--- config.mk ---
export PLATFORM = sky130hd
export DESIGN_NAME = priority_enc_arb
export DESIGN_NICKNAME = d
export VERILOG_FILES = /design/src/rtl/priority_enc_arb.sv
export SDC_FILE = /design/constraint.sdc
export NUM_CORES = 1
export LEC_CHECK = 0
export ABC_CLOCK_PERIOD_IN_PS = 2900
export BUFFER_PORTS_ARGS = -buffer_cell sky130_fd_sc_hd__buf_2
export CAP_MARGIN = 25
export CORE_AREA = 2 2 39 41
export CTS_CLUSTER_DIAMETER = 120
export CTS_CLUSTER_SIZE = 12
export DETAILED_ROUTE_END_ITERATION = 10
export DIE_AREA = 0 0 41 43
export PLACE_DENSITY = 0.77
export SKIP_CTS_REPAIR_TIMING = 1
export SLEW_MARGIN = 20
export SYNTH_ARGS = -nofsm -noshare
export SYNTH_HDL_FRONTEND = slang
export SYNTH_SLANG_ARGS = --single-unit
--- constraint.sdc ---
create_clock -name clk -period 2.9 [get_ports clk]
set_input_delay 0.29 -clock clk [delete_from_list [all_inputs] [get_ports clk]]
set_output_delay 0.29 -clock clk [all_outputs]
set_load 0.02 [all_outputs]
--- src/rtl/priority_enc_arb.sv ---
// rtl/priority_enc_arb.sv - registered priority arbiter with sticky pending bits and valid/ack handshake
// Optional round-robin priority when PRIO_RR_EN is defined; fixed priority (WIDTH-1 highest) otherwise.
module priority_enc_arb #(
  parameter int WIDTH = 8,
  localparam int IDXW = $clog2(WIDTH)
) (
  input  logic             clk,
  input  logic             rst,
  input  logic [WIDTH-1:0] req,
  input  logic [WIDTH-1:0] mask,
  input  logic             ack,
  output logic [IDXW-1:0]  out,
  output logic             valid,
  output logic [WIDTH-1:0] pending
);

  typedef enum logic {
    IDLE    = 1'b0,
    PRESENT = 1'b1
  } state_t;

  state_t           state_q, state_d;
  logic [IDXW-1:0]  out_q, out_d;
  logic [WIDTH-1:0] pending_q;
  logic [WIDTH-1:0] eligible;
  logic [WIDTH-1:0] clr;
  logic [IDXW-1:0]  win_idx;
  logic             win_found;
  logic             ack_fire;

  assign eligible = pending_q & mask;
  assign ack_fire = (state_q == PRESENT) && ack;

  always_comb begin
    clr = '0;
    if (ack_fire) clr[out_q] = 1'b1;
  end

`ifdef PRIO_RR_EN
  logic [IDXW-1:0] ptr_q;

  // Search descends from the pointer and wraps from 0 back to WIDTH-1.
  always_comb begin
    int idx;
    idx       = 0;
    win_idx   = '0;
    win_found = 1'b0;
    for (int j = 0; j < WIDTH; j++) begin
      idx = (int'(ptr_q) >= j) ? (int'(ptr_q) - j) : (int'(ptr_q) + WIDTH - j);
      if (!win_found && eligible[idx]) begin
        win_idx   = IDXW'(idx);
        win_found = 1'b1;
      end
    end
  end

  always_ff @(posedge clk) begin
    if (rst) begin
      ptr_q <= IDXW'(WIDTH - 1);
    end else if (ack_fire) begin
      ptr_q <= (out_q == '0) ? IDXW'(WIDTH - 1) : (out_q - 1'b1);
    end
  end
`else
  // Ascending scan: the last eligible index seen is the highest, which wins.
  always_comb begin
    win_idx   = '0;
    win_found = 1'b0;
    for (int i = 0; i < WIDTH; i++) begin
      if (eligible[i]) begin
        win_idx   = IDXW'(i);
        win_found = 1'b1;
      end
    end
  end
`endif

  always_comb begin
    state_d = state_q;
    out_d   = out_q;
    case (state_q)
      IDLE: begin
        if (win_found) begin
          out_d   = win_idx;
          state_d = PRESENT;
        end
      end
      PRESENT: begin
        // No preemption: out is frozen until the consumer acks.
        if (ack) state_d = IDLE;
      end
      default: state_d = IDLE;
    endcase
  end

  always_ff @(posedge clk) begin
    if (rst) begin
      state_q   <= IDLE;
      out_q     <= '0;
      pending_q <= '0;
    end else begin
      state_q   <= state_d;
      out_q     <= out_d;
      pending_q <= (pending_q & ~clr) | req;
    end
  end

  assign out     = out_q;
  assign valid   = (state_q == PRESENT);
  assign pending = pending_q;

endmodule

==> flow_metrics.tcl, run 1 <==
set metrics [dict create \
    status "finished clean" \
    drtIter0Drc 8 \
    rsz0062_at_grt "no" \
    die-area_sq_mm 0.00176 \
    fin_skew_ps 5.40 \
    synth_top_family_by_area "compound AO/OA/AOI/OAI gates" \
    cts.htree.levels 1 \
    slowest_delay_ps 450 \
    crit_required_ps 3060 \
    rows 14 \
    hold_path.class "in2reg" \
    final_util_pct 55.9 \
    async_flop_share_pct 0 \
    yosysWarnings 0 \
    cts_tree "done" \
    p_leak_uw 0.000381 \
    chipHeight_microns 43 \
    antenna_found_initial 0 \
    final_nets 117 \
    critical_path_buf_inv_count 0 \
    post-route-period-util_pct 44.5 \
    hpwl_mm 1.12 \
    io_pins 31 \
    n_antenna_cell 0 \
    grt-ovfl-total 0 \
    path_clk_slew_ps 80 \
    fp.coreArea_sq_mm 0.00138 \
    fillers 138 \
    criticalPathCategory "reg2reg" \
    final.min_clock_period_ps 1290 \
    start_util_pct 41.2 \
    hold_viol 0 \
    synth-compound-area-share_pct 37.3 \
    wl_mm 1.39 \
    muxShareOfSynthArea_pct 0 \
    crit_path_end_kind "flip-flop" \
    final.setup.tns_ps 0 \
    cts_buffers 3 \
    slowest_stage "dfxtp_1" \
    synthCells 64 \
    arrival_ps 1450 \
    die_w_microns 41 \
    cp_max_fo 7 \
    hold_slack_ps 229 \
    clock-sinks 12 \
    drc 0 \
    ir_drop_v 0.000243 \
    synth_area_leaders "dfxtp_1 42%, a21oi_1 7.9%, a22oi_4 7.5%" \
    yosys.area.top_type "dfxtp_1" \
    grt_pass1_wl_mm 2.34 \
    ys_ff_latch 12 \
    cts_buffer_depth 2 \
    clk-insertion-delay-late_ps 270 \
    startpoint_type "flip-flop" \
    p_per_area_mw_per_mm2 559 \
    yosysSeqAreaShare_pct 42.1 \
    report.final.slew_viol_count 0 \
    cts_root_buffer "clkbuf_4" \
    cp_top_family "simple AND/OR/NAND/NOR gates" \
    firstDrtPassIters 4 \
    synth_fa_ha_area_share_pct 0 \
    grt_usage_pct 19.2 \
    synthXorXnorAreaFrac_pct 0 \
    max_freq_mhz 775 \
    syn_avg_cell_area_sq_um 8.91 \
    port_buffers 30 \
    synth.distinct_cells 22 \
    setup_viol 0 \
    worst_slew_pin_slew_ps 291 \
    grt_pass1_vias 538 \
    vias 592 \
    synth_top_area_share_pct 42.1 \
    drive_gt1_share_pct 40.2 \
    synth_area_sq_um 571 \
    max_cap_violations 0 \
    area_growth_pct 35.5 \
    vias_per_cell 5.24 \
    grt_max_degree 13 \
    yosys.cell_count.top_type "dfxtp_1" \
    routedWlPerCell_microns 12.3 \
    cp_cell_sequence "nand3b_1 -> or3_1 -> a21oi_1 -> nor2_1" \
    synth_commonest_cells "12 x dfxtp_1, 9 x a21oi_1, 6 x inv_1, 6 x o21ai_0, 5 x nor2_1" \
    synth_top_flop_cell "dfxtp_1" \
    synth_simple_gate_area_share_pct 16.0 \
    postRouteAntennaNets 0 \
    synth-edff-count 0 \
    relSlewSlack_pct 80.6 \
    syn_nets 83 \
    place.gp.congestion 0.805 \
]
metrics by stage:
stage          power, uW  setup WS, ps  instances  instance area, sq um
4_1_cts              438          1620        113                   773
3_5_place_dp         305          1630        109                   737
6_report             432          1610        113                   773
3_3_place_gp         303          1650        109                   737
2_1_floorplan        263          1610         64                   571
5_1_grt              461          1520        113                   773
tightest hold or removal path, stage by stage:
cell and delay [ps]:
buf_2 70, a21oi_1 30, nor2_1 70
where the power goes:
group	switching [uW]	internal, uW
sequential	21.0	180
clock	55.3	76.2
combinational	55.4	44.2
per-layer routing:
layer	up-vias	part of all wire, %	global-route usage [%]
li1	302	-	-
met1	267	47	26.8
met2	21	45	28.1
met3	2	6.1	3.14
met4	0	1.0	8.00
met5	-	0	0
worst paths after layout:
path                                 start    endpoint  slack [ps]  cells after the start
worst max-delay path                 valid  pending[0]        1610                      4
worst max register to register       valid  pending[0]        1610                      4
worst min-delay path                req[0]  pending[0]         230                      3
worst min register to register  pending[0]  pending[0]         520                      2
flip-flops by register name (all words and copies together), names as in the netlist:
signal,flops
valid,1
out,3
pending,8
kinds of logic (layout without fill, tap and decap cells):
logic type	count (synthesis)	after routing
AOI/OAI and AO/OA	27	27
buffers and inverters	7	40
DFF	12	12
and+or+nand+nor	18	18
cell usage in the layout (no fill, tap or decap):
cell      instances
a211oi_1          2
a32o_1            2
a31oi_1           1
clkbuf_8          1
a41oi_2           1
a21o_2            1
nor2_1            5
or2b_1            1
nand2b_1          3
a21oi_1           9
clkbuf_4          3
o21ai_0           6
or3_1             2
a22oi_4           2
dfxtp_1          12
nand4_1           1
nand2_1           4
inv_1             6
buf_2            30
a22oi_2           1
nand3_1           1
a311oi_1          1
a22oi_1           1
nand3b_1          1
area by class of cell:
type / instances / area, sq um / share of cell area (%)
flip-flops and latches: 12 / 240 / 31.1
well taps: 16 / 20.0 / 2.59
multi-input cells: 45 / 304 / 39.3
inverters: 6 / 22.5 / 2.91
repair buffers: 30 / 150 / 19.4
clock buffers: 4 / 36.3 / 4.69
No activity file was read; power rests on OpenSTA's default activity.
==> run 2: changes to the inputs <==
--- a/config.mk
+++ b/config.mk
@@ -5,15 +5,15 @@
 export SDC_FILE = /design/constraint.sdc
 export NUM_CORES = 1
 export LEC_CHECK = 0
-export ABC_CLOCK_PERIOD_IN_PS = 2900
+export ABC_CLOCK_PERIOD_IN_PS = 1310
 export BUFFER_PORTS_ARGS = -buffer_cell sky130_fd_sc_hd__buf_2
 export CAP_MARGIN = 25
-export CORE_AREA = 2 2 39 41
+export CORE_MARGIN = 2
+export CORE_UTILIZATION = 41
 export CTS_CLUSTER_DIAMETER = 120
 export CTS_CLUSTER_SIZE = 12
 export DETAILED_ROUTE_END_ITERATION = 10
-export DIE_AREA = 0 0 41 43
-export PLACE_DENSITY = 0.77
+export PLACE_DENSITY = 0.74
 export SKIP_CTS_REPAIR_TIMING = 1
 export SLEW_MARGIN = 20
 export SYNTH_ARGS = -nofsm -noshare
==> constraint.sdc (replaced) <==
create_clock -name clk -period 1.31 [get_ports clk]
set_input_delay 0.131 -clock clk [delete_from_list [all_inputs] [get_ports clk]]
set_output_delay 0.131 -clock clk [all_outputs]
set_load 0.02 [all_outputs]
==> flow_metrics.tcl, run 2 (same netlist as run 1, synthesis figures left out) <==
set metrics [dict create \
    grt_pass1_vias 530 \
    die_w_microns 41.3 \
    fin_skew_ps 3.09 \
    hold_viol 0 \
    area_growth_pct 40.8 \
    crit_path_end_kind "flip-flop" \
    slowest_stage "dfxtp_1" \
    p_per_area_mw_per_mm2 1220 \
    final_cell_mix "30 x buf_2, 12 x dfxtp_1, 9 x a21oi_1" \
    drive_gt1_share_pct 42.4 \
    power.total_uw 983 \
    wl_mm 1.48 \
    port_buffers 30 \
    antenna_found_initial 0 \
    worst_slew_pin_slew_ps 269 \
    final.min_clock_period_ps 1200 \
    final_util_pct 61.7 \
    largest_reg_flops 8 \
    max_cap_violations 0 \
    cts_buffer_depth 2 \
    n_antenna_cell 0 \
    p_leak_uw 0.000392 \
    rows 13 \
    seq_area_sq_um 240 \
    dpl_worst_slack_ps 115 \
    start_util_pct 43.8 \
    crit_required_ps 1500 \
    fillers 128 \
    hold_path.class "in2reg" \
    setup_viol 0 \
    firstDrtPassIters 4 \
    final.setup.tns_ps 0 \
    status "finished clean" \
    drtIter0Drc 15 \
    max_freq_mhz 835 \
    criticalPathCategory "reg2reg" \
    startpoint_type "flip-flop" \
    routedWlPerCell_microns 13.0 \
    cp_max_fo 5 \
    vias 592 \
    cp_cell_sequence "a22oi_4 -> a41oi_4 -> nor2_1 -> a311oi_1" \
    clk-insertion-delay-late_ps 270 \
    fp.coreArea_sq_mm 0.00130 \
    drc 0 \
    clock-sinks 12 \
    place.gp.congestion 0.852 \
    cts_tree "done" \
    cts_root_buffer "clkbuf_4" \
    finalInstanceArea_sq_um 803 \
    multiInputGateArea_sq_um 320 \
    path_clk_slew_ps 80 \
    cts_buffers 3 \
    ir_drop_v 0.000664 \
    arrival_ps 1380 \
    worst_slack_ps 112 \
    grt_pass1_wl_mm 2.18 \
    cts.htree.levels 1 \
    relSlewSlack_pct 82.1 \
    hpwl_mm 1.16 \
    post-route-period-util_pct 91.4 \
    io_pins 31 \
    rsz0062_at_grt "no" \
    slowest_delay_ps 420 \
    final_common_cell "buf_2" \
    die-area_sq_mm 0.00171 \
    grt_usage_pct 19.7 \
    chipHeight_microns 41.3 \
    grt-ovfl-total 0 \
    postRouteAntennaNets 0 \
    place_area_sq_um 751 \
    vias_per_cell 5.19 \
    grt_max_degree 13 \
    final_nets 119 \
    report.final.slew_viol_count 0 \
]
==> run 2: cell types whose count changed in the layout (fill, tap and decap cells not counted) <==
cell     delta
a22oi_1     -1
buf_4       +2
a41oi_4     +1
a41oi_2     -1
a22oi_2     +1
==> run 2: final cells by class <==
| class | count | share of cell area [%] |
|---|---|---|
| multi-input combinational | 45 | 39.9 |
| clock buffer | 4 | 4.52 |
| sequential | 12 | 29.9 |
| timing repair buffer | 32 | 20.6 |
| inverter | 6 | 2.80 |
| tap | 15 | 2.34 |
==> run 2: routing by layer <==
layer  up-vias  wire length (microns)  global-route usage [%]
li1        306                      -                       -
met1       264                    645                    25.5
met2        20                    731                    31.6
met3         2                     86                    3.19
met4         0                     12                    9.68
met5         -                      0                       0
==> run 2: through the flow <==
stage	cells	hold WS, ps
6_report	114	70.2
5_1_grt	114	83.2
4_1_cts	114	61.5
3_5_place_dp	110	351
3_3_place_gp	110	340
2_1_floorplan	64	203
==> run 2: worst paths after layout <==
| check | from | end | slack (ps) | cells past startpoint |
|---|---|---|---|---|
| worst min-delay path | req[0] | pending[0] | 70 | 3 |
| worst max register to register | pending[5] | out[1] | 110 | 4 |
| worst max-delay path | pending[5] | out[1] | 110 | 4 |
| worst min register to register | out[0] | out[0] | 530 | 2 |
==> run 2: critical path, delay by kind of cell (launching register included) <==
kind / cells / cell delay, ps
AO/OA/AOI/OAI: 3 / 630
flip-flops: 1 / 420
AND/OR/NAND/NOR: 1 / 60
==> run 2: report_power, final <==
| part | internal [uW] | switching (uW) | total, uW |
|---|---|---|---|
| logic | 110 | 136 | 246 |
| clock network | 169 | 127 | 296 |
| registers | 399 | 41.8 | 441 |
| total | 678 | 305 | 983 |
